$ cat src/rtl/mux_sel_sequencer_if.sv
// mux_sel_sequencer_if: control inputs and select/status outputs of the mux select sequencer
interface mux_sel_sequencer_if;
  logic       en;
  logic       mode;
  logic       step;
  logic [7:0] mask;
  logic       SEL0;
  logic       SEL1;
  logic       SEL2;
  logic       sel_change;
  logic       frame_done;
  logic       active;
  modport master (output en, mode, step, mask, input SEL0, SEL1, SEL2, sel_change, frame_done, active);
  modport slave  (input en, mode, step, mask, output SEL0, SEL1, SEL2, sel_change, frame_done, active);
endinterface

$ cat src/rtl/mux_sel_sequencer.sv
// mux_sel_sequencer: steps SEL lines over enabled channels, auto-dwell or manual step
module mux_sel_sequencer #(
  parameter int DWELL = 4,
  parameter int CNT_W = 8
) (
  input  logic clk,
  input  logic rst,
  mux_sel_sequencer_if.slave bus
);
  typedef enum logic {IDLE, RUN} state_t;
  state_t state, state_n;
  logic [2:0] idx, idx_n, first, nxt;
  logic [CNT_W-1:0] cnt, cnt_n;
  logic chg, chg_n, fd, fd_n, adv;
  // later iterations overwrite, so the lowest bit / nearest successor wins
  always_comb begin
    first = '0;
    nxt = idx;
    for (int k = 7; k >= 0; k--) if (bus.mask[k]) first = 3'(k);
    for (int k = 8; k >= 1; k--) if (bus.mask[idx + 3'(k)]) nxt = idx + 3'(k);
  end
  // manual mode keeps the counter at 0, so any mode change also clears it
  assign adv = ~bus.mask[idx] | (bus.mode ? bus.step : cnt == CNT_W'(DWELL - 1));
  always_comb begin
    state_n = state;
    idx_n = idx;
    cnt_n = '0;
    chg_n = 1'b0;
    fd_n = 1'b0;
    if (state == IDLE) begin
      if (bus.en && |bus.mask) begin
        state_n = RUN;
        idx_n = first;
        chg_n = 1'b1;
      end
    end else if (!bus.en || bus.mask == '0) begin
      state_n = IDLE;
    end else if (adv) begin
      idx_n = nxt;
      chg_n = 1'b1;
      fd_n = nxt <= idx;
    end else begin
      cnt_n = bus.mode ? '0 : cnt + CNT_W'(1);
    end
  end
  always_ff @(posedge clk) begin
    if (rst) begin
      state <= IDLE;
      idx <= '0;
      cnt <= '0;
      chg <= 1'b0;
      fd <= 1'b0;
    end else begin
      state <= state_n;
      idx <= idx_n;
      cnt <= cnt_n;
      chg <= chg_n;
      fd <= fd_n;
    end
  end
  assign {bus.SEL0, bus.SEL1, bus.SEL2} = idx;
  assign bus.sel_change = chg;
  assign bus.frame_done = fd;
  assign bus.active = state == RUN;
endmodule

$ cat src/flat_wrapper.sv
// flat-port wrapper written by rule: the top's interface ports become plain ports
module mux_sel_sequencer_flat 
#(
  parameter int DWELL = 4,
  parameter int CNT_W = 8
)
  (clk, rst, bus_en, bus_mode, bus_step, bus_mask, bus_SEL0, bus_SEL1, bus_SEL2, bus_sel_change, bus_frame_done, bus_active);
  mux_sel_sequencer_if bus_i ();
  input  logic clk;
  input  logic rst;
  input wire logic [$bits(bus_i.en)-1:0] bus_en;
  input wire logic [$bits(bus_i.mode)-1:0] bus_mode;
  input wire logic [$bits(bus_i.step)-1:0] bus_step;
  input wire logic [$bits(bus_i.mask)-1:0] bus_mask;
  output wire logic [$bits(bus_i.SEL0)-1:0] bus_SEL0;
  output wire logic [$bits(bus_i.SEL1)-1:0] bus_SEL1;
  output wire logic [$bits(bus_i.SEL2)-1:0] bus_SEL2;
  output wire logic [$bits(bus_i.sel_change)-1:0] bus_sel_change;
  output wire logic [$bits(bus_i.frame_done)-1:0] bus_frame_done;
  output wire logic [$bits(bus_i.active)-1:0] bus_active;
  assign bus_i.en = bus_en;
  assign bus_i.mode = bus_mode;
  assign bus_i.step = bus_step;
  assign bus_i.mask = bus_mask;
  assign bus_SEL0 = bus_i.SEL0;
  assign bus_SEL1 = bus_i.SEL1;
  assign bus_SEL2 = bus_i.SEL2;
  assign bus_sel_change = bus_i.sel_change;
  assign bus_frame_done = bus_i.frame_done;
  assign bus_active = bus_i.active;
  mux_sel_sequencer #(.DWELL(DWELL), .CNT_W(CNT_W)) u_core (.clk(clk), .rst(rst), .bus(bus_i));
endmodule
$ cat config.mk
export PLATFORM = sky130hd
export DESIGN_NAME = mux_sel_sequencer_flat
export DESIGN_NICKNAME = d
export VERILOG_FILES = /design/src/rtl/mux_sel_sequencer_if.sv /design/src/rtl/mux_sel_sequencer.sv /design/src/flat_wrapper.sv
export SDC_FILE = /design/constraint.sdc
export NUM_CORES = 1
export LEC_CHECK = 0
export CORE_MARGIN = 3
export CORE_UTILIZATION = 51
export CTS_CLUSTER_DIAMETER = 50
export DETAILED_ROUTE_END_ITERATION = 6
export PLACE_DENSITY = 0.75
export SYNTH_ARGS = -nofsm -noshare
export SYNTH_HDL_FRONTEND = slang
export SYNTH_SLANG_ARGS = --single-unit
$ cat constraint.sdc
create_clock -name clk -period 3 [get_ports clk]
set_input_delay 0.45 -clock clk [delete_from_list [all_inputs] [get_ports clk]]
set_output_delay 0.45 -clock clk [all_outputs]
set_load 0.02 [all_outputs]
==> results of run 1 <==
==> worst paths after layout <==
check,to,slack [ns],depth (start not counted)
worst max-delay path,u_core.bus.frame_done$_SDFF_PP0_,0.002,12
worst min-delay path,u_core.cnt[0]$_SDFF_PP0_,0.50,1
worst max register to register,u_core.bus.frame_done$_SDFF_PP0_,0.05,13
worst min register to register,u_core.cnt[0]$_SDFF_PP0_,0.50,1
==> power groups by stage <==
stage | Combinational [mW] | Clock (mW) | Sequential (mW)
floorplan | 0.329 | 0 | 0.209
global placement | 0.471 | 0 | 0.204
detailed placement | 0.490 | 0 | 0.204
CTS | 0.493 | 0.136 | 0.200
global route | 0.568 | 0.149 | 0.202
finish | 0.526 | 0.132 | 0.201
==> cells by family after synthesis <==
logic type,count (synthesis),share of synthesized area
simple gates,49,0.160
compound gates,45,0.193
mux,33,0.291
buf+inv,22,0.100
flops,14,0.169
xor+xnor,8,0.0421
fa+ha+maj,6,0.0451
==> flip-flops by register name (all words and copies together) (netlist names) <==
| name | count |
|---|---|
| u_core.bus.active | 1 |
| u_core.bus.frame_done | 1 |
| u_core.bus.sel_change | 1 |
| u_core.cnt | 8 |
| u_core.idx | 3 |
==> stage by stage <==
stage	hold slack (ns)	total power, mW	util	instances
floorplan	0.447	0.538	-	177
finish	0.499	0.860	0.698	266
global route	0.538	0.919	0.698	266
global placement	0.466	0.675	0.666	257
CTS	0.507	0.829	0.678	261
detailed placement	0.486	0.695	0.666	257
==> repair_timing <==
action                                  4_1_cts  5_1_grt
hold buffers                                  0        0
buffers inserted                              0        5
pin swaps                                     0        6
endpoints found under the setup margin        1        1
resized for setup                             1        9
==> cells in the mapped netlist (6+ instances only) <==
library cell and n:
nor2_1 9, nand2_1 6, mux2i_1 12, dfxtp_1 14, xor2_1 7, mux4_2 10, nor2_2 7, a21oi_1 13
mux2_2 7, inv_1 7, ha_1 6
==> final cells by class <==
| class | count | area (sq um) | share of cell area |
|---|---|---|---|
| multi-input cells | 141 | 1270 | 0.589 |
| repair buffers | 54 | 459 | 0.214 |
| flip-flops and latches | 14 | 289 | 0.134 |
| well taps | 44 | 55.1 | 0.0256 |
| inverters | 9 | 43.8 | 0.0204 |
| clock buffers | 4 | 36.3 | 0.0169 |
==> worst reg2reg max path, stage by stage (launching register included) <==
cell and delay, ns:
dfxtp_4 0.39, inv_8 0.04, ha_4 0.29, mux4_2 0.59, mux2i_4 0.22, or3_1 0.14, o2111a_1 0.21, o211ai_2 0.10
nand2_1 0.10, ha_1 0.24, a21o_1 0.18, a21oi_2 0.12, a31oi_1 0.05, nor4_1 0.21
==> per-layer routing <==
layer / global-route usage / wire (um) / up-vias
met5: 0 / 0 / -
met4: 0.0551 / 80 / 0
met3: 0.0481 / 251 / 11
met2: 0.406 / 2290 / 51
met1: 0.280 / 1740 / 754
li1: - / - / 768
==> results.py, run 1 <==
metrics = {
    "run_status": {
        "run_status": "finished clean",
    },
    "clocking": {
        "cts_buffers": 3,
        "cts_tree": "done",
        "h-tree-depth": 1,
        "cts.sinks": 14,
        "insertion_delay_ns": 0.28,
        "root_buffer": "clkbuf_4",
        "clockBufferDepth": 2,
        "clk_pin_slew_worst_paths_ns": 0.08,
    },
    "sta": {
        "hold_viol": 0,
        "timing.final.ws_setup_ns": 0.00224,
        "worstMarginPinSlew_ns": 0.502,
        "fin_tns_setup_ns": 0,
        "slew_violations": 0,
        "rsz0062_at_grt": "yes",
        "fin_crit_ns": 3.00,
        "finalSetupViolations": 0,
        "skew_ns": 0.00335,
        "final.period_utilization": 0.999,
        "fmax_mhz": 334,
        "slew_headroom": 0.657,
    },
    "placement": {
        "dpl_cell_area_sq_um": 2050,
        "io_buffers": 18,
        "dp_hpwl_um": 3410,
        "gp_congestion": 0.952,
        "post-place-ws_ns": -0.264,
    },
    "layout": {
        "final_common_cell": "buf_4",
        "fin_area_sq_um": 2150,
        "layout_common_cells": "buf_4, clkdlybuf4s50_1, mux2i_1, dfxtp_1",
        "fillCellCount": 252,
        "syn_to_final_growth_pct": 29.3,
        "antenna_cells": 0,
        "drive_gt1_frac": 0.383,
        "fin_nets": 242,
    },
    "pwr": {
        "switching_share": 0.366,
        "p_seq_frac": 0.234,
        "p_per_area_nw_per_um2": 400,
        "switchingPower_uw": 315,
        "ir_drop_v": 0.000223,
        "p_int_uw": 545,
        "pwr-share-comb": 0.612,
        "power_leakage_nw": 0.835,
        "pwr-share-clk": 0.154,
    },
    "setup_path": {
        "crit_buf_inv": 1,
        "crit_family": "multiplexers",
        "path_cells": "clkdlybuf4s50_1 > mux2_2 > mux4_2 > or3_1 > o2111a_1 > o211ai_2 > nand2_1 > ha_1 > a21o_1 > a21oi_2 > a31oi_1 > nor4_1",
        "critPathCaptureType": "register",
        "critPathArrivalTime_ns": 3.19,
        "r2r_start": "u_core.idx[0]$_SDFFE_PP0P_",
        "crit_start": "bus_mask[1]",
        "critPathLaunchType": "input pin",
        "required_ns": 3.19,
        "worstPathMaxFanout": 2,
        "critPathSlowestCell": "mux4_2",
        "crit_type": "input pin to register",
        "max_stage_delay_ns": 0.49,
    },
    "logic_synthesis": {
        "syn-cell-area_sq_um": 1660,
        "async_flop_share": 0,
        "ys_types": 56,
        "synthFlopType": "dfxtp_1",
        "synth_top_area_frac": 0.169,
        "synth_fp_nets": 196,
        "synth_warnings": 0,
        "synthCells": 177,
        "synth.largest_area_cell": "dfxtp_1",
        "yosys-top-cells-area": "dfxtp_1, mux4_2, mux2i_1, mux2_2, ha_1",
        "seq_area_frac_synth": 0.169,
        "synth-seq-cells": 14,
        "synth.avg_cell_area_sq_um": 9.39,
        "synth_edf_count": 0,
    },
    "global_route": {
        "antenna_found_initial": 0,
        "grt-ovfl-total": 0,
        "grt_pass1_wl_um": 7430,
        "grt_usage": 0.228,
        "grt_max_degree": 15,
        "grt_pass1_vias": 1595,
    },
    "drt": {
        "vias": 1584,
        "drt-initial-drc-count": 105,
        "drt_pass1_iterations": 4,
        "drt.antenna.violating_nets": 0,
        "routed_via_density": 5.95,
        "wl_per_cell_um": 16.4,
        "drc_errors": 0,
        "drt-total-wl_um": 4360,
    },
    "die": {
        "rows": 20,
        "io_pins": 19,
        "initial_utilization": 0.540,
        "die_y_um": 63.1,
        "dieArea_sq_um": 3980,
        "core_region_area_sq_um": 3080,
        "fp.dieW_um": 63.1,
    },
    "worst_hold_path": {
        "hold_start": "u_core.cnt[0]$_SDFF_PP0_",
        "hp-class": "register to register",
    },
    "flow_run": {
        "cap_violations": 0,
    },
}
No activity file was read; power rests on OpenSTA's default activity.
==> run 2, diff against run 1 <==
--- a/config.mk
+++ b/config.mk
@@ -6,10 +6,10 @@
 export NUM_CORES = 1
 export LEC_CHECK = 0
 export CORE_MARGIN = 3
-export CORE_UTILIZATION = 51
+export CORE_UTILIZATION = 61
 export CTS_CLUSTER_DIAMETER = 50
 export DETAILED_ROUTE_END_ITERATION = 6
-export PLACE_DENSITY = 0.75
+export PLACE_DENSITY = 0.85
 export SYNTH_ARGS = -nofsm -noshare
 export SYNTH_HDL_FRONTEND = slang
 export SYNTH_SLANG_ARGS = --single-unit
==> constraint.sdc (replaced) <==
create_clock -name clk -period 3.8 [get_ports clk]
set_input_delay 0.57 -clock clk [delete_from_list [all_inputs] [get_ports clk]]
set_output_delay 0.57 -clock clk [all_outputs]
set_load 0.02 [all_outputs]
==> run 2 against run 1 <==
Global-route usage rose by 3.1 points. Wire length is 9.0% lower. Combinational power fell by 39%. Total power down 32%. First-iteration DRC count decreased by 34%. Via count fell by 6.0%. Core utilization increased by 2.3 points. Sequential power down 21%. Clock skew fell by 0.00096 ns. Critical path type is now register to register. Largest cell class unchanged.
==> results.py, run 2 (synthesized netlist as in run 1, its figures left out) <==
metrics = {
    "pwr": {
        "p_seq_frac": 0.270,
        "p_total_uw": 583,
        "switching_share": 0.379,
        "ir_drop_v": 0.000274,
        "pwr-share-comb": 0.550,
        "pwr-share-clk": 0.179,
        "p_per_area_nw_per_um2": 318,
        "power_leakage_nw": 0.665,
        "p_int_uw": 362,
        "switchingPower_uw": 221,
    },
    "drt": {
        "drt.antenna.violating_nets": 0,
        "drc_errors": 0,
        "wl_per_cell_um": 18.0,
        "vias": 1489,
        "drt-total-wl_um": 3970,
        "drt-initial-drc-count": 69,
        "drt_pass1_iterations": 4,
        "routed_via_density": 6.74,
    },
    "layout": {
        "reg_top3": "u_core.cnt: 8 flops, u_core.idx: 3 flops",
        "largest_register_ffs": 8,
        "antenna_cells": 0,
        "multi_input_area_sq_um": 1220,
        "seqCellArea_sq_um": 280,
        "regMostFlops": "u_core.cnt",
        "layout_common_cells": "clkdlybuf4s50_1, dfxtp_1, a21oi_1",
        "fillCellCount": 194,
        "fin_nets": 211,
        "syn_to_final_growth_pct": 10.4,
        "drive_gt1_frac": 0.215,
        "final_common_cell": "clkdlybuf4s50_1",
    },
    "sta": {
        "fin_tns_setup_ns": 0,
        "hold_viol": 0,
        "fin_crit_ns": 3.45,
        "skew_ns": 0.00239,
        "final.period_utilization": 0.908,
        "slew_headroom": 0.656,
        "rsz0062_at_grt": "no",
        "finalSetupViolations": 0,
        "fmax_mhz": 290,
        "slew_violations": 0,
        "worstMarginPinSlew_ns": 0.514,
    },
    "clocking": {
        "insertion_delay_ns": 0.28,
        "h-tree-depth": 1,
        "post_cts_resized": 0,
        "cts_buffers": 3,
        "clk_pin_slew_worst_paths_ns": 0.08,
        "cts_hold_buffers": 0,
        "root_buffer": "clkbuf_4",
        "cts.sinks": 14,
        "post-cts-setup-buffer-count": 0,
        "cts_tree": "done",
        "clockBufferDepth": 2,
    },
    "die": {
        "fp.dieW_um": 58.2,
        "rows": 18,
        "initial_utilization": 0.653,
        "io_pins": 19,
        "dieArea_sq_um": 3390,
        "die_y_um": 58.2,
        "core_region_area_sq_um": 2540,
    },
    "placement": {
        "io_buffers": 18,
        "dp_hpwl_um": 3080,
        "gp_congestion": 0.900,
    },
    "flow_run": {
        "cap_violations": 0,
    },
    "global_route": {
        "antenna_found_initial": 0,
        "grt_pass1_wl_um": 6860,
        "grt-ovfl-total": 0,
        "grt_pass1_vias": 1489,
        "grt_usage": 0.260,
        "grt_max_degree": 21,
    },
    "setup_path": {
        "critPathArrivalTime_ns": 3.64,
        "path_cells": "clkinv_1 > ha_1 > mux4_2 > mux2i_1 > or3_1 > o2111a_1 > o211ai_2 > nand2_1 > ha_1 > a21o_1 > a21oi_1 > a31oi_1 > nor4_1",
        "critPathSlowestCell": "mux4_2",
        "crit_top_cell": "ha_1",
        "max_stage_delay_ns": 0.60,
        "required_ns": 3.99,
        "critPathLaunchType": "register",
        "crit_type": "register to register",
        "critPathCaptureType": "register",
        "worstPathMaxFanout": 9,
    },
    "run_status": {
        "run_status": "finished clean",
    },
    "worst_hold_path": {
        "hp-class": "register to register",
    },
}
## run 2: power by group through the flow
stage	sequential [mW]	combinational, mW	clock (mW)
after floorplan	0.165	0.244	0
after global placement	0.161	0.304	0
after detailed placement	0.161	0.315	0
after CTS	0.158	0.317	0.107
after global routing	0.159	0.346	0.116
final	0.158	0.321	0.105
## run 2: final timing paths
path / depth (start not counted) / start / end / slack [ns]
setup reg to reg: 13 / u_core.idx[1]$_SDFFE_PP0P_ / u_core.bus.frame_done$_SDFF_PP0_ / 0.35
hold / removal: 1 / u_core.cnt[0]$_SDFF_PP0_ / u_core.cnt[0]$_SDFF_PP0_ / 0.50
hold reg to reg: 1 / u_core.cnt[0]$_SDFF_PP0_ / u_core.cnt[0]$_SDFF_PP0_ / 0.50
setup / recovery: 13 / u_core.idx[1]$_SDFFE_PP0P_ / u_core.bus.frame_done$_SDFF_PP0_ / 0.35
## run 2: worst max-delay path: cells and delay by family, from the launching register on
family	cells	cell delay, ns
mux	2	1.00
fa+ha+maj	2	0.71
compound gates	5	0.64
simple gates	3	0.42
flops	1	0.35
buf+inv	1	0.25
## run 2: stage by stage
stage | util | cell area, sq um | setup WS, ns | instances | hold WS [ns]
final | 0.721 | 1840 | 0.351 | 221 | 0.501
after global routing | 0.721 | 1840 | 0.0825 | 221 | 0.517
after floorplan | - | 1660 | 0.377 | 177 | 0.447
after detailed placement | 0.707 | 1800 | 0.223 | 217 | 0.482
after CTS | 0.721 | 1840 | 0.353 | 221 | 0.501
after global placement | 0.707 | 1800 | 0.344 | 217 | 0.469
## run 2: per-layer routing
| layer | up-vias | global-route usage | wire length, um |
|---|---|---|---|
| met5 | - | 0 | 0 |
| met3 | 16 | 0.0290 | 199 |
| li1 | 696 | - | - |
| met4 | 0 | 0.136 | 159 |
| met2 | 66 | 0.453 | 2000 |
| met1 | 711 | 0.312 | 1610 |
## run 2: final cells by class
type | count | area share
multi-input cells | 141 | 0.663
flip-flops and latches | 14 | 0.153
repair buffers | 23 | 0.119
inverters | 9 | 0.0259
well taps | 30 | 0.0204
clock buffers | 4 | 0.0198
